==> src/rtl/ipv4_arp_learn_pkg.sv <==
// Shared definitions for the ARP learner: FSM states, result codes and helpers.
package ipv4_arp_learn_pkg;

    typedef enum logic [2:0] {
        StIdle,
        StRdReq,
        StRdWait,
        StDecide,
        StWrReq,
        StWrWait,
        StDone
    } state_t;

    localparam logic [2:0] StatusRefresh  = 3'd0;
    localparam logic [2:0] StatusUpdate   = 3'd1;
    localparam logic [2:0] StatusInsert   = 3'd2;
    localparam logic [2:0] StatusReplace  = 3'd3;
    localparam logic [2:0] StatusFullDrop = 3'd4;
    localparam logic [2:0] StatusReject   = 3'd5;
    localparam logic [2:0] StatusTimeout  = 3'd6;

    // Individual/group bit of the first MAC octet (set for multicast and broadcast).
    localparam int unsigned MulticastBit = 40;

    // Results that count as a dropped request.
    function automatic logic status_is_drop(input logic [2:0] status);
        return (status == StatusFullDrop) || (status == StatusReject) ||
               (status == StatusTimeout);
    endfunction

    // Statistics counters stick at all-ones instead of wrapping.
    function automatic logic [31:0] sat_inc(input logic [31:0] cnt);
        return (cnt == 32'hFFFF_FFFF) ? cnt : cnt + 32'd1;
    endfunction

endpackage

==> src/rtl/ipv4_arp_learn.sv <==
// ARP learner: scans the ARP table for a sender (IPv4, MAC) pair and refreshes,
// updates or inserts it with a single table write.
// Optional feature macro: ARP_LEARN_REPLACE_EN -- on a full table, overwrite a
// round-robin victim row instead of dropping the request.
module ipv4_arp_learn
    import ipv4_arp_learn_pkg::*;
#(
    parameter int unsigned IPV4_ARP_LUT_ROWS     = 32,
    parameter int unsigned IPV4_ARP_LUT_ROW_BITS = 5,
    parameter int unsigned MAC_WIDTH             = 48,
    parameter int unsigned ACK_TIMEOUT           = 15
) (
    input  logic                             Bus2IP_Clk,
    input  logic                             Bus2IP_Resetn,

    input  logic                             i_learn_valid,
    output logic                             o_learn_ready,
    input  logic [31:0]                      i_learn_ipv4,
    input  logic [MAC_WIDTH-1:0]             i_learn_eth,
    output logic                             o_learn_done,
    output logic [2:0]                       o_learn_status,
    output logic [31:0]                      o_learn_wr_cnt,
    output logic [31:0]                      o_learn_drop_cnt,

    output logic                             o_ipv4_arp_lut_rd_req,
    input  logic                             i_ipv4_arp_lut_rd_ack,
    output logic [IPV4_ARP_LUT_ROW_BITS-1:0] o_ipv4_arp_lut_rd_addr,
    input  logic [MAC_WIDTH-1:0]             i_ipv4_arp_lut_rd_eth_addr,
    input  logic [31:0]                      i_ipv4_arp_lut_rd_ipv4_addr,

    output logic                             o_ipv4_arp_lut_wr_req,
    input  logic                             i_ipv4_arp_lut_wr_ack,
    output logic [IPV4_ARP_LUT_ROW_BITS-1:0] o_ipv4_arp_lut_wr_addr,
    output logic [63:0]                      o_ipv4_arp_lut_wr_eth_addr,
    output logic [31:0]                      o_ipv4_arp_lut_wr_ipv4_addr
);

    localparam int unsigned RowW  = IPV4_ARP_LUT_ROW_BITS;
    localparam int unsigned WaitW = $clog2(ACK_TIMEOUT + 1);
    localparam logic [RowW-1:0]  LastRow  = RowW'(IPV4_ARP_LUT_ROWS - 1);
    localparam logic [WaitW-1:0] WaitLast = WaitW'(ACK_TIMEOUT - 1);

    state_t               state_q, state_d;
    logic [RowW-1:0]      row_q, row_d;
    logic [31:0]          ipv4_q, ipv4_d;
    logic [MAC_WIDTH-1:0] eth_q, eth_d;
    logic                 empty_found_q, empty_found_d;
    logic [RowW-1:0]      empty_row_q, empty_row_d;
    logic                 match_found_q, match_found_d;
    logic                 match_same_q, match_same_d;
    logic [RowW-1:0]      match_row_q, match_row_d;
    logic [RowW-1:0]      wr_row_q, wr_row_d;
    logic [2:0]           status_q, status_d;
    logic [WaitW-1:0]     wait_cnt_q, wait_cnt_d;
    logic [31:0]          wr_cnt_q, wr_cnt_d;
    logic [31:0]          drop_cnt_q, drop_cnt_d;
`ifdef ARP_LEARN_REPLACE_EN
    logic [RowW-1:0]      victim_q, victim_d;
`endif

    logic rd_row_empty;
    logic rd_row_match;

    assign rd_row_empty = (i_ipv4_arp_lut_rd_eth_addr == '0);
    assign rd_row_match = !rd_row_empty && (i_ipv4_arp_lut_rd_ipv4_addr == ipv4_q);

    // State and datapath registers, all cleared asynchronously.
    always_ff @(posedge Bus2IP_Clk or negedge Bus2IP_Resetn) begin
        if (!Bus2IP_Resetn) begin
            state_q       <= StIdle;
            row_q         <= '0;
            ipv4_q        <= '0;
            eth_q         <= '0;
            empty_found_q <= 1'b0;
            empty_row_q   <= '0;
            match_found_q <= 1'b0;
            match_same_q  <= 1'b0;
            match_row_q   <= '0;
            wr_row_q      <= '0;
            status_q      <= StatusRefresh;
            wait_cnt_q    <= '0;
            wr_cnt_q      <= '0;
            drop_cnt_q    <= '0;
`ifdef ARP_LEARN_REPLACE_EN
            victim_q      <= '0;
`endif
        end else begin
            state_q       <= state_d;
            row_q         <= row_d;
            ipv4_q        <= ipv4_d;
            eth_q         <= eth_d;
            empty_found_q <= empty_found_d;
            empty_row_q   <= empty_row_d;
            match_found_q <= match_found_d;
            match_same_q  <= match_same_d;
            match_row_q   <= match_row_d;
            wr_row_q      <= wr_row_d;
            status_q      <= status_d;
            wait_cnt_q    <= wait_cnt_d;
            wr_cnt_q      <= wr_cnt_d;
            drop_cnt_q    <= drop_cnt_d;
`ifdef ARP_LEARN_REPLACE_EN
            victim_q      <= victim_d;
`endif
        end
    end

    // Next-state: capture, row-by-row scan, decision, single write, result.
    always_comb begin
        state_d       = state_q;
        row_d         = row_q;
        ipv4_d        = ipv4_q;
        eth_d         = eth_q;
        empty_found_d = empty_found_q;
        empty_row_d   = empty_row_q;
        match_found_d = match_found_q;
        match_same_d  = match_same_q;
        match_row_d   = match_row_q;
        wr_row_d      = wr_row_q;
        status_d      = status_q;
        wait_cnt_d    = wait_cnt_q;
        wr_cnt_d      = wr_cnt_q;
        drop_cnt_d    = drop_cnt_q;
`ifdef ARP_LEARN_REPLACE_EN
        victim_d      = victim_q;
`endif
        unique case (state_q)
            StIdle: begin
                if (i_learn_valid) begin
                    ipv4_d = i_learn_ipv4;
                    eth_d  = i_learn_eth;
                    if ((i_learn_ipv4 == '0) || (i_learn_eth == '0) ||
                        i_learn_eth[MulticastBit]) begin
                        status_d = StatusReject;
                        state_d  = StDone;
                    end else begin
                        row_d         = '0;
                        empty_found_d = 1'b0;
                        match_found_d = 1'b0;
                        state_d       = StRdReq;
                    end
                end
            end
            StRdReq: begin
                wait_cnt_d = '0;
                state_d    = StRdWait;
            end
            StRdWait: begin
                if (i_ipv4_arp_lut_rd_ack) begin
                    if (rd_row_match) begin
                        match_found_d = 1'b1;
                        match_row_d   = row_q;
                        match_same_d  = (i_ipv4_arp_lut_rd_eth_addr == eth_q);
                        state_d       = StDecide;
                    end else begin
                        if (rd_row_empty && !empty_found_q) begin
                            empty_found_d = 1'b1;
                            empty_row_d   = row_q;
                        end
                        if (row_q == LastRow) begin
                            state_d = StDecide;
                        end else begin
                            row_d   = row_q + RowW'(1);
                            state_d = StRdReq;
                        end
                    end
                end else if (wait_cnt_q == WaitLast) begin
                    status_d = StatusTimeout;
                    state_d  = StDone;
                end else begin
                    wait_cnt_d = wait_cnt_q + WaitW'(1);
                end
            end
            StDecide: begin
                if (match_found_q) begin
                    if (match_same_q) begin
                        status_d = StatusRefresh;
                        state_d  = StDone;
                    end else begin
                        wr_row_d = match_row_q;
                        status_d = StatusUpdate;
                        state_d  = StWrReq;
                    end
                end else if (empty_found_q) begin
                    wr_row_d = empty_row_q;
                    status_d = StatusInsert;
                    state_d  = StWrReq;
                end else begin
`ifdef ARP_LEARN_REPLACE_EN
                    wr_row_d = victim_q;
                    status_d = StatusReplace;
                    state_d  = StWrReq;
`else
                    status_d = StatusFullDrop;
                    state_d  = StDone;
`endif
                end
            end
            StWrReq: begin
                wait_cnt_d = '0;
                state_d    = StWrWait;
            end
            StWrWait: begin
                if (i_ipv4_arp_lut_wr_ack) begin
                    wr_cnt_d = sat_inc(wr_cnt_q);
`ifdef ARP_LEARN_REPLACE_EN
                    if (status_q == StatusReplace) begin
                        victim_d = (victim_q == LastRow) ? '0 : victim_q + RowW'(1);
                    end
`endif
                    state_d = StDone;
                end else if (wait_cnt_q == WaitLast) begin
                    status_d = StatusTimeout;
                    state_d  = StDone;
                end else begin
                    wait_cnt_d = wait_cnt_q + WaitW'(1);
                end
            end
            StDone: begin
                if (status_is_drop(status_q)) begin
                    drop_cnt_d = sat_inc(drop_cnt_q);
                end
                state_d = StIdle;
            end
            default: state_d = StIdle;
        endcase
    end

    // Outputs decode straight from state so reset drops the request strobes at once.
    always_comb begin
        o_learn_ready               = (state_q == StIdle);
        o_learn_done                = (state_q == StDone);
        o_learn_status              = (state_q == StDone) ? status_q : 3'd0;
        o_learn_wr_cnt              = wr_cnt_q;
        o_learn_drop_cnt            = drop_cnt_q;
        o_ipv4_arp_lut_rd_req       = (state_q == StRdReq);
        o_ipv4_arp_lut_rd_addr      = row_q;
        o_ipv4_arp_lut_wr_req       = (state_q == StWrReq);
        o_ipv4_arp_lut_wr_addr      = wr_row_q;
        o_ipv4_arp_lut_wr_eth_addr  = 64'(eth_q);
        o_ipv4_arp_lut_wr_ipv4_addr = ipv4_q;
    end

endmodule

==> config.mk <==
export PLATFORM = sky130hd
export DESIGN_NAME = ipv4_arp_learn
export DESIGN_NICKNAME = d
export VERILOG_FILES = /design/src/rtl/ipv4_arp_learn_pkg.sv /design/src/rtl/ipv4_arp_learn.sv
export SDC_FILE = /design/constraint.sdc
export NUM_CORES = 1
export LEC_CHECK = 0
export BUFFER_PORTS_ARGS = -buffer_cell sky130_fd_sc_hd__buf_4
export CORE_MARGIN = 10
export CORE_UTILIZATION = 54
export DETAILED_ROUTE_END_ITERATION = 16
export PLACE_DENSITY = 0.95
export SLEW_MARGIN = 10
export SYNTH_ARGS = -nofsm -noshare
export SYNTH_HDL_FRONTEND = slang
export SYNTH_SLANG_ARGS = --single-unit
export TNS_END_PERCENT = 5
==> constraint.sdc <==
create_clock -name Bus2IP_Clk -period 5.9 [get_ports Bus2IP_Clk]
set_clock_uncertainty 0.15 [all_clocks]
set_input_delay 1.18 -clock Bus2IP_Clk [delete_from_list [all_inputs] [get_ports Bus2IP_Clk]]
set_output_delay 1.18 -clock Bus2IP_Clk [all_outputs]
set_load 0.005 [all_outputs]
; Yosys cells after proc, flatten, opt, wreduce, memory -nomap -nowiden
; Cells that the tools add are included.
[classes]
n_eq_ne = 26
add_sub_neg = 4
n_mux = 43
reduce_logical = 28
bitwise = 3
[ops]
columns = operator, n
row1 = $logic_not 48->1, 2
row2 = $add 32x1->32 const B, 2
row3 = $eq 32x32->1 const B, 2
row4 = $eq 48x48->1, 1
row5 = $mux 3, 14
row6 = $mux 5, 8
row7 = $eq 32x32->1, 1
row8 = $logic_not 32->1, 1
row9 = $ne 2x2->1 const B, 10
row10 = $eq 3x3->1 const B, 6
row11 = $pmux 3 s6, 1
row12 = $reduce_and 3->1, 5
row13 = $mux 4, 3
row14 = $pmux 3 s4, 1
row15 = $pmux 4 s3, 1
row16 = $reduce_and 6->1, 2
row17 = $pmux 5 s2, 1
row18 = $reduce_and 5->1, 2
row19 = $mux 1, 8
row20 = $mux 2, 4
row21 = $eq 3x2->1 const B, 2
row22 = $add 5x1->5 const B, 1
row23 = $eq 5x5->1 const B, 1
row24 = $add 4x1->4 const B, 1
row25 = 15 further kinds, 24
[word_totals]
output_inout_bits = 177
inputBits = 165
register_bits = 177
elab_cells = 118

; Depth between registers and ports, before layout
[logic_depth]
word_depth = 6
mapped_depth = 8
ltp_nobuf = 8

; Least setup slack after synthesis
; Ideal clock, no wire load.
[synth_path]
kind = input to register
from = input port i_ipv4_arp_lut_rd_eth_addr[31]
to = register row_q[2], in the netlist o_ipv4_arp_lut_rd_addr[2]
path_stages = 7
n_path_buf = 1
setup_time_ns = 0.140
path_slack_ns = 3.015
required_time_ns = 5.610
t_arrival_ns = 2.595
cell_sequence = nor4_1 nand4_1 nor3_2 o31ai_1 clkbuf_1 o311ai_0 o41ai_1
[synth_via]
elab_chain_len = 5
[synth_lines]
columns = item, line_no
row1 = from (decl), ipv4_arp_learn.sv:28  ; input logic [MAC_WIDTH-1:0] i_ipv4_arp_lut_rd_eth_addr,
row2 = $logic_not 48->1, ipv4_arp_learn.sv:64  ; assign rd_row_empty = (i_ipv4_arp_lut_rd_eth_addr == '0);
row3 = $logic_not 1->1, ipv4_arp_learn.sv:65  ; assign rd_row_match = !rd_row_empty && (i_ipv4_arp_lut_rd_ipv4_addr == ipv4_q);
row4 = $logic_and 1x1->1, ipv4_arp_learn.sv:65
row5 = $ne 2x2->1 (no line), --
row6 = $reduce_and 6->1 (no line), --
row7 = to (signal assigned), ipv4_arp_learn.sv:89  ; row_q <= row_d;
row8 = to (decl), ipv4_arp_learn.sv:44  ; logic [RowW-1:0] row_q, row_d;
; Every way passes these cells.
; A chain may end at the register's enable or synchronous reset.

; Final worst setup path
[layout_path]
from = input port i_ipv4_arp_lut_rd_ipv4_addr[31]
to = register row_q[2], in the netlist o_ipv4_arp_lut_rd_addr[2]
[layout_via]
elab_chain_len = 4
[layout_lines]
columns = item, line_no
row1 = from (decl), ipv4_arp_learn.sv:29  ; input logic [31:0] i_ipv4_arp_lut_rd_ipv4_addr,
row2 = $eq 32x32->1, ipv4_arp_learn.sv:65
row3 = $logic_and 1x1->1, ipv4_arp_learn.sv:65
row4 = $ne 2x2->1 (no line), --
row5 = $reduce_and 6->1 (no line), --
; Every way passes these cells.

==> results.md <==
- # diodes: 0
- Hold_ws: ~350 ps
- Setup TNS: 0 ps
- Peak Freq: roughly 0.28 GHz
- Largest net degree at the start of global routing: 90
- Post-CTS Setup Inserts: 0
- Final net count: between 1000 and 1500
- Sequential area share after synthesis: 48.85%
- Final setup violation count: 0
- Place WS: approximately 2000 ps
- Max_cap viols: 0
- I/O pin count: 342
- Synth Area per Inst: 11.46 um^2
- Async set-or-reset flop fraction in the synthesized netlist: between 90% and 100%
- Status: finished clean
- Number of global-route vias before repair: about 8100
- Avg Vias per Cell: 5.639
- 1st-iter DRT viols: ~490
- Die Y: 149.6 um
- Final min period: between 3000 and 4000 ps
- CTS tree: yes
- Critical Path RT: 6050 ps
- Number of synthesized flops with an enable pin: 0
- Detailed-route wire length: slightly above 30000 um
- Core Box Area: around 17000 um^2
- CP arrival: ~3700 ps
- Root Buffer Master: clkbuf_16
- Main flop type after synthesis: dfrtp_1
- Ys Warns: 0
- Max VDD drop: around 0.27 mV
- Most common cell after layout, fill and taps aside: buf_4
- Busiest layer in global routing: met2
- Post-synth cell types: 59
- Crit path kind: primary input to flop
- CP startpoint kind: primary input
- Worst slew pin tran: around 1100 ps
- Most frequent cells in the layout: buf_4 (326), dfrtp_1 (177), mux2_2 (92)
- CTS Hold Bufs: 0
- Synthesized area: a little over 9000 um^2
- Drt first pass iters: 5
- Flops & latches, synth: between 150 and 200
- Clock Path Buffers: 2
- Initial Utilization: ~55%
- CP Capture Type: flop
- Max Slew Vio Count: 0
- Routing usage on met2: approximately 46%
- PD cells: around 400 nW/um^2
- Post-route setup slack: roughly 2300 ps
- Initial antenna violation count: 0
- H-tree levels: 4
- Final worst-path cycle share: 60.59%
- Placed cells: roughly 1300
- First-pass GRT wire length: about 47000 um
- Worst Hold Class: flop to flop
- Clock transition at path regs: approximately 70 ps
- Area growth syn-to-layout: 34.70%
- Die area: 22370 um^2
- Fin cells: ~1300
- # DRC: 0
- Layout cells sized above 1: a little over two fifths
- Rel. slew slack: between 20% and 30%
- Fillcell total: approximately 1200
- GRT overflow: 0
- WL per Instance: 22.98 um
- Post-DRT Antenna Nets: 0
- Clock latency on the worst-skew pair: around 430 ps
- Dpl hpwl: 24870 um
- RSZ-0062 raised after global routing: no
- Post_cts resized: 0
- Crit Path Max Fanout: 11
- Mapped Cells: slightly below 800
- Clock buffer count from CTS: 17
- Final Hold Vio Count: 0
- M3 GR Usage: 8.062%
- GP Congestion: around 1
- Number of cell rows: between 40 and 50
- Die W: approximately 150 um
- P_leak: about 0.0056 uW
- Sink Count: 177
- Via count: around 7600
- Global Route Usage Sum: approximately 27%
- Number of port buffers: 325
- Met1 Usage GRT: a little under a third
[cells by family after synthesis]
group           Yosys count  synth area share [%]
xor+xnor                144                 13.91
compound gates           51                 4.168
buf+inv                  57                 3.477
other cells               1               0.04136
simple gates            257                 16.64
fa+ha+maj                 6                0.8279
flops                   177                 48.85
mux                      98                 12.09
[per-stage QoR]
| stage | area [um^2] | total power [uW] | utilization (%) |
|---|---|---|---|
| floorplan | 9124 | 2733 | - |
| global placement | 11610 | 3657 | 70.27 |
| detailed placement | 11610 | 3706 | 70.27 |
| CTS | 12210 | 4891 | 73.92 |
| global route | 12210 | 5108 | 73.92 |
| finish | 12210 | 4891 | 73.92 |
[worst paths after layout]
path | slack [ps] | cells past startpoint | to | startpoint
max | 2330 | 7 | o_ipv4_arp_lut_rd_addr[2] | i_ipv4_arp_lut_rd_ipv4_addr[31]
min | 350 | 1 | o_learn_drop_cnt[19] | o_learn_drop_cnt[19]
max reg2reg | 2670 | 5 | o_ipv4_arp_lut_rd_addr[0] | state_q[1]
min reg2reg | 350 | 1 | o_learn_drop_cnt[19] | o_learn_drop_cnt[19]
max in group asynchronous | 3790 | 2 | o_learn_drop_cnt[8] | Bus2IP_Resetn
min in group asynchronous | 630 | 1 | eth_q[31] | Bus2IP_Resetn
[flip-flops by register name (all words and copies together), names as in the netlist]
| signal | cells |
|---|---|
| o_ipv4_arp_lut_wr_ipv4_addr | 32 |
| empty_found_q | 1 |
| eth_q | 48 |
| state_q | 3 |
| status_q | 3 |
| match_same_q | 1 |
| o_ipv4_arp_lut_rd_addr | 5 |
| o_learn_wr_cnt | 32 |
| match_found_q | 1 |
| empty_row_q | 5 |
| o_learn_drop_cnt | 32 |
| o_ipv4_arp_lut_wr_addr | 5 |
| match_row_q | 5 |
| wait_cnt_q | 4 |
[per-layer routing]
layer  wire (um)  share of wire [%]
met5           0                  0
met3        2420                7.8
met1       11700                 38
met4        1194                3.9
met2       15590                 50
[worst max-delay path: stages]
cell and delay (ps):
buf_4 110, xor2_1 130, nor4_1 480, nand4_1 390, o31ai_1 1030, o311ai_0 270
o41ai_1 130
[layout make-up]
type	count	area, um^2	area share (%)
Sequential cell	177	4429	36.26
Multi-Input combinational cell	572	4382	35.87
Timing Repair Buffer	327	2459	20.13
Inverter	18	67.56	0.5532
Clock buffer	17	425.4	3.483
Clock inverter	14	176.4	1.444
Tap cell	220	275.3	2.254
[report_power, final]
part | total (uW) | switching (uW) | internal [uW]
combinational | 1720 | 716 | 1000
sequential | 1990 | 442 | 1550
clock | 1180 | 511 | 673
[synthesized netlist by cell type, drive strengths merged, types with 18 or more instances]
cell type  instances  area share (%)
nor4              48             3.5
buf               34             2.5
nand2             40             1.7
dfrtp            177              49
nand4             46             3.2
xor2              56             5.4
nand3             24             1.7
inv               18            0.75
nor2              34             1.4
xnor2             88             8.5
mux2              92              11
nor3              20             1.5
No activity file was read; power rests on OpenSTA's default activity.
